`src/rtl/pipeline_ctrl.sv`:
```
// Pipeline sequencer: per-stage enable/flush, PC enable and PC source select.
// Handles dmem waits, halt drain, branch/jump redirect, load-use and ifetch stalls.
module pipeline_ctrl #(
  parameter int REG_W = 5,
  parameter int CNT_W = 16
) (
  input  logic             CLK,
  input  logic             nRST,
  input  logic             ihit,
  input  logic             dhit,
  input  logic             mem_dREN,
  input  logic             mem_dWEN,
  input  logic             ex_dREN,
  input  logic [REG_W-1:0] ex_wsel,
  input  logic [REG_W-1:0] id_rs,
  input  logic [REG_W-1:0] id_rt,
  input  logic             id_uses_rt,
  input  logic             ex_jump,
  input  logic             mem_br_taken,
  input  logic             mem_halt,
  input  logic             wb_halt,
  output logic             en_1,
  output logic             en_2,
  output logic             en_3,
  output logic             en_4,
  output logic             flush_1,
  output logic             flush_2,
  output logic             flush_3,
  output logic             pc_en,
  output logic [1:0]       pc_sel,
  output logic             halt,
  output logic [CNT_W-1:0] stall_cnt
);

  typedef enum logic [1:0] {
    RUN,
    DWAIT,
    DRAIN,
    HALTED
  } state_t;

  state_t           state_q, state_d;
  logic [CNT_W-1:0] stall_cnt_q, stall_cnt_d;

  logic mem_acc;
  logic load_use;
  logic dwait_go;
  logic halt_go;
  logic br_go;
  logic jmp_go;
  logic lu_go;
  logic miss_go;

  // Mutually exclusive decisions, strongest first.
  always_comb begin
    mem_acc  = mem_dREN | mem_dWEN;
    load_use = ex_dREN && (ex_wsel != '0) &&
               ((ex_wsel == id_rs) ||
                (id_uses_rt && (ex_wsel == id_rt)));
    dwait_go = mem_acc & ~dhit;
    halt_go  = ~dwait_go & mem_halt;
    br_go    = ~dwait_go & ~mem_halt & mem_br_taken;
    jmp_go   = ~dwait_go & ~mem_halt & ~mem_br_taken & ex_jump;
    lu_go    = ~dwait_go & ~mem_halt & ~mem_br_taken & ~ex_jump
               & load_use;
    miss_go  = ~dwait_go & ~mem_halt & ~mem_br_taken & ~ex_jump
               & ~load_use & ~ihit;
  end

  always_comb begin
    en_1    = 1'b0;
    en_2    = 1'b0;
    en_3    = 1'b0;
    en_4    = 1'b0;
    flush_1 = 1'b0;
    flush_2 = 1'b0;
    flush_3 = 1'b0;
    pc_en   = 1'b0;
    pc_sel  = 2'd0;
    state_d = state_q;
    if (!nRST) begin
      flush_1 = 1'b1;
      flush_2 = 1'b1;
      flush_3 = 1'b1;
      state_d = RUN;
    end else begin
      unique case (state_q)
        RUN: begin
          unique case (1'b1)
            dwait_go: state_d = DWAIT;
            halt_go: begin
              flush_1 = 1'b1;
              flush_2 = 1'b1;
              flush_3 = 1'b1;
              en_4    = 1'b1;
              state_d = DRAIN;
            end
            br_go: begin
              flush_1 = 1'b1;
              flush_2 = 1'b1;
              flush_3 = 1'b1;
              en_4    = 1'b1;
              pc_en   = 1'b1;
              pc_sel  = 2'd2;
            end
            jmp_go: begin
              flush_1 = 1'b1;
              flush_2 = 1'b1;
              en_3    = 1'b1;
              en_4    = 1'b1;
              pc_en   = 1'b1;
              pc_sel  = 2'd1;
            end
            lu_go: begin
              flush_2 = 1'b1;
              en_3    = 1'b1;
              en_4    = 1'b1;
            end
            miss_go: begin
              flush_1 = 1'b1;
              en_2    = 1'b1;
              en_3    = 1'b1;
              en_4    = 1'b1;
            end
            default: begin
              en_1  = 1'b1;
              en_2  = 1'b1;
              en_3  = 1'b1;
              en_4  = 1'b1;
              pc_en = 1'b1;
            end
          endcase
        end
        DWAIT: begin
          // Redirects held off during the wait take effect on the advance.
          if (dhit) begin
            state_d = RUN;
            if (mem_br_taken) begin
              flush_1 = 1'b1;
              flush_2 = 1'b1;
              flush_3 = 1'b1;
              en_4    = 1'b1;
              pc_en   = 1'b1;
              pc_sel  = 2'd2;
            end else if (ex_jump) begin
              flush_1 = 1'b1;
              flush_2 = 1'b1;
              en_3    = 1'b1;
              en_4    = 1'b1;
              pc_en   = 1'b1;
              pc_sel  = 2'd1;
            end else begin
              en_1    = 1'b1;
              en_2    = 1'b1;
              en_3    = 1'b1;
              en_4    = 1'b1;
              pc_en   = ihit;
              flush_1 = ~ihit;
            end
          end
        end
        DRAIN: begin
          flush_1 = 1'b1;
          flush_2 = 1'b1;
          flush_3 = 1'b1;
          en_4    = 1'b1;
          if (wb_halt) begin
            state_d = HALTED;
          end
        end
        HALTED: begin
          state_d = HALTED;
        end
        default: begin
          state_d = RUN;
        end
      endcase
    end
  end

  always_comb begin
    stall_cnt_d = stall_cnt_q;
    if ((state_q != HALTED) && !pc_en && (stall_cnt_q != '1)) begin
      stall_cnt_d = stall_cnt_q + 1'b1;
    end
  end

  always_ff @(posedge CLK) begin
    if (!nRST) begin
      state_q     <= RUN;
      stall_cnt_q <= '0;
    end else begin
      state_q     <= state_d;
      stall_cnt_q <= stall_cnt_d;
    end
  end

  assign halt      = (state_q == HALTED);
  assign stall_cnt = stall_cnt_q;

endmodule

```
`config.mk`:
```
export PLATFORM = sky130hd
export DESIGN_NAME = pipeline_ctrl
export DESIGN_NICKNAME = d
export VERILOG_FILES = /design/src/rtl/pipeline_ctrl.sv
export SDC_FILE = /design/constraint.sdc
export NUM_CORES = 1
export LEC_CHECK = 0
export CAP_MARGIN = 20
export CORE_MARGIN = 5
export CORE_UTILIZATION = 47
export CTS_CLUSTER_SIZE = 14
export DETAILED_ROUTE_END_ITERATION = 7
export PLACE_DENSITY = 0.88
export SYNTH_ARGS = -nofsm -noshare
export SYNTH_HDL_FRONTEND = slang
export SYNTH_SLANG_ARGS = --single-unit
```
`constraint.sdc`:
```
create_clock -name CLK -period 5.64 [get_ports CLK]
set_input_delay 1.128 -clock CLK [delete_from_list [all_inputs] [get_ports CLK]]
set_output_delay 1.128 -clock CLK [all_outputs]
set_load 0.01 [all_outputs]
```
Yosys cells after proc, flatten, opt, wreduce, memory -nomap -nowiden
Index checks and enable logic that the tools add are counted.
{"block": "classes", "n_addsub": 1, "n_eq_ne": 10, "n_mux": 51, "bitwise": 18, "reduce_logical": 17}
{"operator": "$mux 1", "n": 34}
{"operator": "$add 16x1->16 const B", "n": 1}
{"operator": "$ne 16x16->1 const B", "n": 1}
{"operator": "$pmux 1 s3", "n": 4}
{"operator": "$pmux 2 s2", "n": 3}
{"operator": "$reduce_or 4->1", "n": 3}
{"operator": "$and 1x1->1", "n": 10}
{"operator": "$eq 5x5->1", "n": 2}
{"operator": "$mux 2", "n": 5}
{"operator": "$pmux 1 s2", "n": 4}
{"operator": "$pmux 2 s4", "n": 1}
{"operator": "$not 1->1", "n": 7}
{"operator": "$ne 2x2->1 const B", "n": 3}
{"operator": "$reduce_or 6->1", "n": 1}
{"operator": "$logic_and 1x1->1", "n": 5}
{"operator": "$reduce_bool 5->1", "n": 1}
{"operator": "$reduce_or 5->1", "n": 1}
{"operator": "$eq 2x2->1 const B", "n": 2}
{"operator": "$ne 3x3->1 const B", "n": 1}
{"operator": "$reduce_and 3->1", "n": 1}
{"operator": "$reduce_or 3->1", "n": 1}
{"operator": "$eq 2x1->1 const B", "n": 1}
{"operator": "$logic_not 2->1", "n": 1}
{"operator": "$reduce_or 2->1", "n": 1}
{"operator": "other kinds (3)", "n": 3}
{"block": "word_totals", "reg_bits": 18, "in_bits": 27, "output_inout_bits": 27, "elab_cells": 99}

Longest topological paths before layout
{"block": "depth", "ltp_word": 15, "ltp_mapped": 8, "mapped_depth_nobuf": 7}

Worst setup path after synthesis
No wires, ideal clock.
{"block": "synth_timing", "path_type": "input to output", "startpoint": "input ex_wsel[1]", "endpoint": "output en_2", "arrival_ns": 2.468, "t_required_ns": 4.512, "path_slack_ns": 2.044, "path_stages": 5, "path_buffers": 0, "path_cell_list": "or4_1 -> o21ai_1 -> nor2_1 -> o31a_1 -> nor3_1"}
{"block": "synth_via", "elab_chain_cells": 9, "word_cells_on_any_way": 12, "cone_classes": "eq/ne (2); mux (3); bitwise (1); reduce/logical (6)"}
{"item": "from (decl)", "line_no": "14", "text": "input logic [REG_W-1:0] ex_wsel,"}
{"item": "$eq 5x5->1", "line_no": "59", "text": "(id_uses_rt && (ex_wsel == id_rt)));"}
{"item": "$logic_and 1x1->1", "line_no": "59"}
{"item": "$logic_or 1x1->1", "line_no": "58", "text": "((ex_wsel == id_rs) ||"}
{"item": "$logic_and 1x1->1 *", "line_no": "57", "text": "load_use = ex_dREN && (ex_wsel != '0) &&"}
{"item": "$and 1x1->1 *", "line_no": "65", "text": "& load_use;"}
{"item": "$reduce_or 5->1 (no source line) *"}
{"item": "$mux 1 *", "line_no": "89", "text": "unique case (1'b1)"}
{"item": "$pmux 1 s2 *", "line_no": "87", "text": "unique case (state_q)"}
{"item": "$mux 1 *", "line_no": "81", "text": "if (!nRST) begin"}
{"item": "to (decl)", "line_no": "23", "text": "output logic en_2,"}
Every way passes the cells marked *; elsewhere a longest branch is shown, timed or not.

Worst setup path after layout
{"block": "layout_timing", "startpoint": "input ex_wsel[4]", "endpoint": "output en_2"}
Same word-level chain as after synthesis.

==> impl_results.md <==
- Outcome: finished clean
- Clock-pin slew on the worst setup and hold paths: 110 ps
- P&R area growth vs syn: 42.69%
- RSZ-0062 raised after global routing: no
- Peak VDD IR: 0.1326 mV
- Die W: 63.62 µm
- Cell Area, Synth: 1351 µm²
- Gr usage total: 18.13%
- Initial Utilization: 49.00%
- Seq cells post-synth: 18
- Share of layout cells above drive strength 1: 3.947%
- Final nets: 257
- Reg area: 360.3 µm²
- Critical Path Fanout Max: 7
- GRT met3 Usage: 5.151%
- Xor/xnor share of the synthesized area: 6.481%
- Post-synthesis simple-gate area fraction: 31.48%
- Area occupied by multi-input gates: 924.6 µm²
- Vias in the first global route: 1399
- Hold WC Path Type: reg2reg
- H-tree depth: 1
- Setup Buffers After CTS: 0
- EDFF count, synth: 0
- Max Root-Sink Buffers: 2
- Non-Filler Instances: 259
- Detailed Routing Iterations Pass 1: 4
- Ant. Diodes: 0
- Cell Pwr Density: 161.7 nW/µm²
- Root Driver: clkbuf_4
- Crit path DAT: 3570 ps
- Die Y: 63.62 µm
- Antenna-violating nets left: 0
- Met2 usage: 30.46%
- Final TNS setup: 0 ps
- Final Cycle Share: 83.37%
- Mean Syn Cell Area: 7.592 µm²
- Critical setup path kind: in2out
- Main synth FF type: dfxtp_1
- Wire per inst: 14.51 µm
- CTS tree: done
- Setup violators final: 0
- Synth Instances: 178
- IO Port Bufs: 53
- P_leak: 0.6550 nW
- Grt ovf: 0
- Final Instance Area: 1928 µm²
- DIE AREA: 4048 µm²
- Placed Instances: 255
- Post-synthesis adder-cell area fraction: 0.9259%
- Minimum clock period: 4702 ps
- Normalized max-slew margin: 57.94%
- Async SR Flop Fraction: 0%
- Max Clock Freq: 212.7 MHz
- Critical path endpoint category: primary output
- Sequential fraction of the synthesis area: 26.67%
- Sink Count: 18
- Req. time, crit path: 4510 ps
- Vias/cell: 5.992
- Row cnt: 19
- Yosys warning count: 0
- Startpoint Class: primary input
- Main combinational cell family by area after synthesis: simple AND/OR/NAND/NOR gates
- Vias: 1552
- # DRC: 0
- Skew final: 2.361 ps
- Clock buffer count from CTS: 3
- Antenna violations before repair: 0
- Largest net degree at the start of global routing: 22
- GR Util met1: 22.83%
- Hold Slack: 491.4 ps
- Worst-Skew Late Latency: 300 ps
- Most frequent cells in the layout: 53 x clkdlybuf4s50_1, 18 x dfxtp_1, 17 x nor2_1
- Fillers: 232
- Final hold violations: 0
- Max cap viols: 0
- Total nets after synthesis: 206
- Num ports: 54
- Final GP Congestion: 0.8835
- Compound-cell area share of the yosys netlist: 27.31%
- Commonest non-fill, non-tap cell in the layout: clkdlybuf4s50_1
- Core area: 2758 µm²
- GRT Max-Usage Layer: met2
- Dpl hpwl: 2.876 mm
- Cts repair resizes: 0
- First-pass GRT wire length: 6.313 mm
- Final wirelength: 3.758 mm
- Post-synthesis mux area share: 2.222%
- Cts hold-fix bufs: 0
- Slew @ Worst Pin: 630.9 ps
- Unique masters post-synth: 44
- Slew Viols, Final: 0
- DRT iter0 DRCs: 66
- Placed cell area: 1892 µm²
cell usage after synthesis, types with 2 or more instances:
cell / n / area share, %
o311ai_0: 3 / 1.9
inv_1: 6 / 1.7
and4_1: 3 / 1.9
and2_1: 3 / 1.4
nand2b_1: 9 / 4.2
o41ai_1: 3 / 1.9
clkbuf_1: 6 / 1.7
nand3_1: 9 / 3.3
nand2_1: 10 / 2.8
a41o_1: 2 / 1.5
dfxtp_1: 18 / 27
o211ai_1: 3 / 1.7
o31ai_1: 6 / 3.3
nor2_1: 17 / 4.7
or4_1: 7 / 3.9
nand4_1: 2 / 0.93
nor3_1: 6 / 2.2
or3_1: 3 / 1.4
xor2_1: 9 / 5.8
o21ai_1: 2 / 0.74
and3_1: 4 / 1.9
mux2i_1: 3 / 2.2
buf_2: 2 / 0.74
a21oi_1: 14 / 5.2
o2111ai_1: 2 / 1.3
nor4_1: 2 / 0.93
o21ai_0: 7 / 2.6
worst paths after layout:
kind                 startpoint       endpoint  slack [ps]  depth (start not counted)
setup / recovery     ex_wsel[4]           en_2         940                          8
setup reg to reg   stall_cnt[4]  stall_cnt[10]        3290                          7
hold / removal    stall_cnt[15]  stall_cnt[15]         490                          2
hold reg to reg   stall_cnt[15]  stall_cnt[15]         490                          2
final cells by class:
| type | instances | area share [%] |
|---|---|---|
| inverter | 6 | 1.168 |
| tap | 31 | 2.012 |
| multi-input combinational | 145 | 47.96 |
| clock buffer | 4 | 1.882 |
| timing repair buffer | 55 | 28.29 |
| sequential | 18 | 18.69 |
routing by layer:
| layer | part of all wire, % | vias to the layer above |
|---|---|---|
| li1 | - | 776 |
| met1 | 43 | 708 |
| met2 | 47 | 64 |
| met3 | 10 | 4 |
| met4 | 0.72 | 0 |
| met5 | 0 | - |
sequential cells by signal, summed over array words and instances (netlist names):
signal and flops:
stall_cnt 16, state_q 2
cell families (layout without fill, tap and decap cells):
kind of cell    Yosys count  count (layout)
simple gates             78              78
compound gates           53              53
buf+inv                  15              65
fa+ha+maj                 1               1
mux                       3               3
xor+xnor                 10              10
flops                    18              18
critical path: stages:
cell,delay [ps]
clkdlybuf4s50_1,530
xor2_1,210
nor4_2,70
a32oi_1,490
nor2_1,170
o31a_1,280
nor3_1,130
clkdlybuf4s50_1,570
metrics by stage:
stage / util (%) / power, mW / setup WS (ps)
final: 69.92 / 0.3119 / 938.1
after global routing: 69.92 / 0.3265 / 674.7
after CTS: 69.92 / 0.3123 / 937.0
after detailed placement: 68.60 / 0.2320 / 957.7
after global placement: 68.60 / 0.2304 / 1035
after floorplan: - / 0.1861 / 2044
where the power goes:
group	switching (mW)	total, mW	leakage [nW]	internal, mW
sequential	0.00757	0.139	0.146	0.131
combinational	0.0432	0.0912	0.488	0.0480
clock	0.0423	0.0817	0.0210	0.0394
Note: power is estimated with default switching activity, not from simulation.
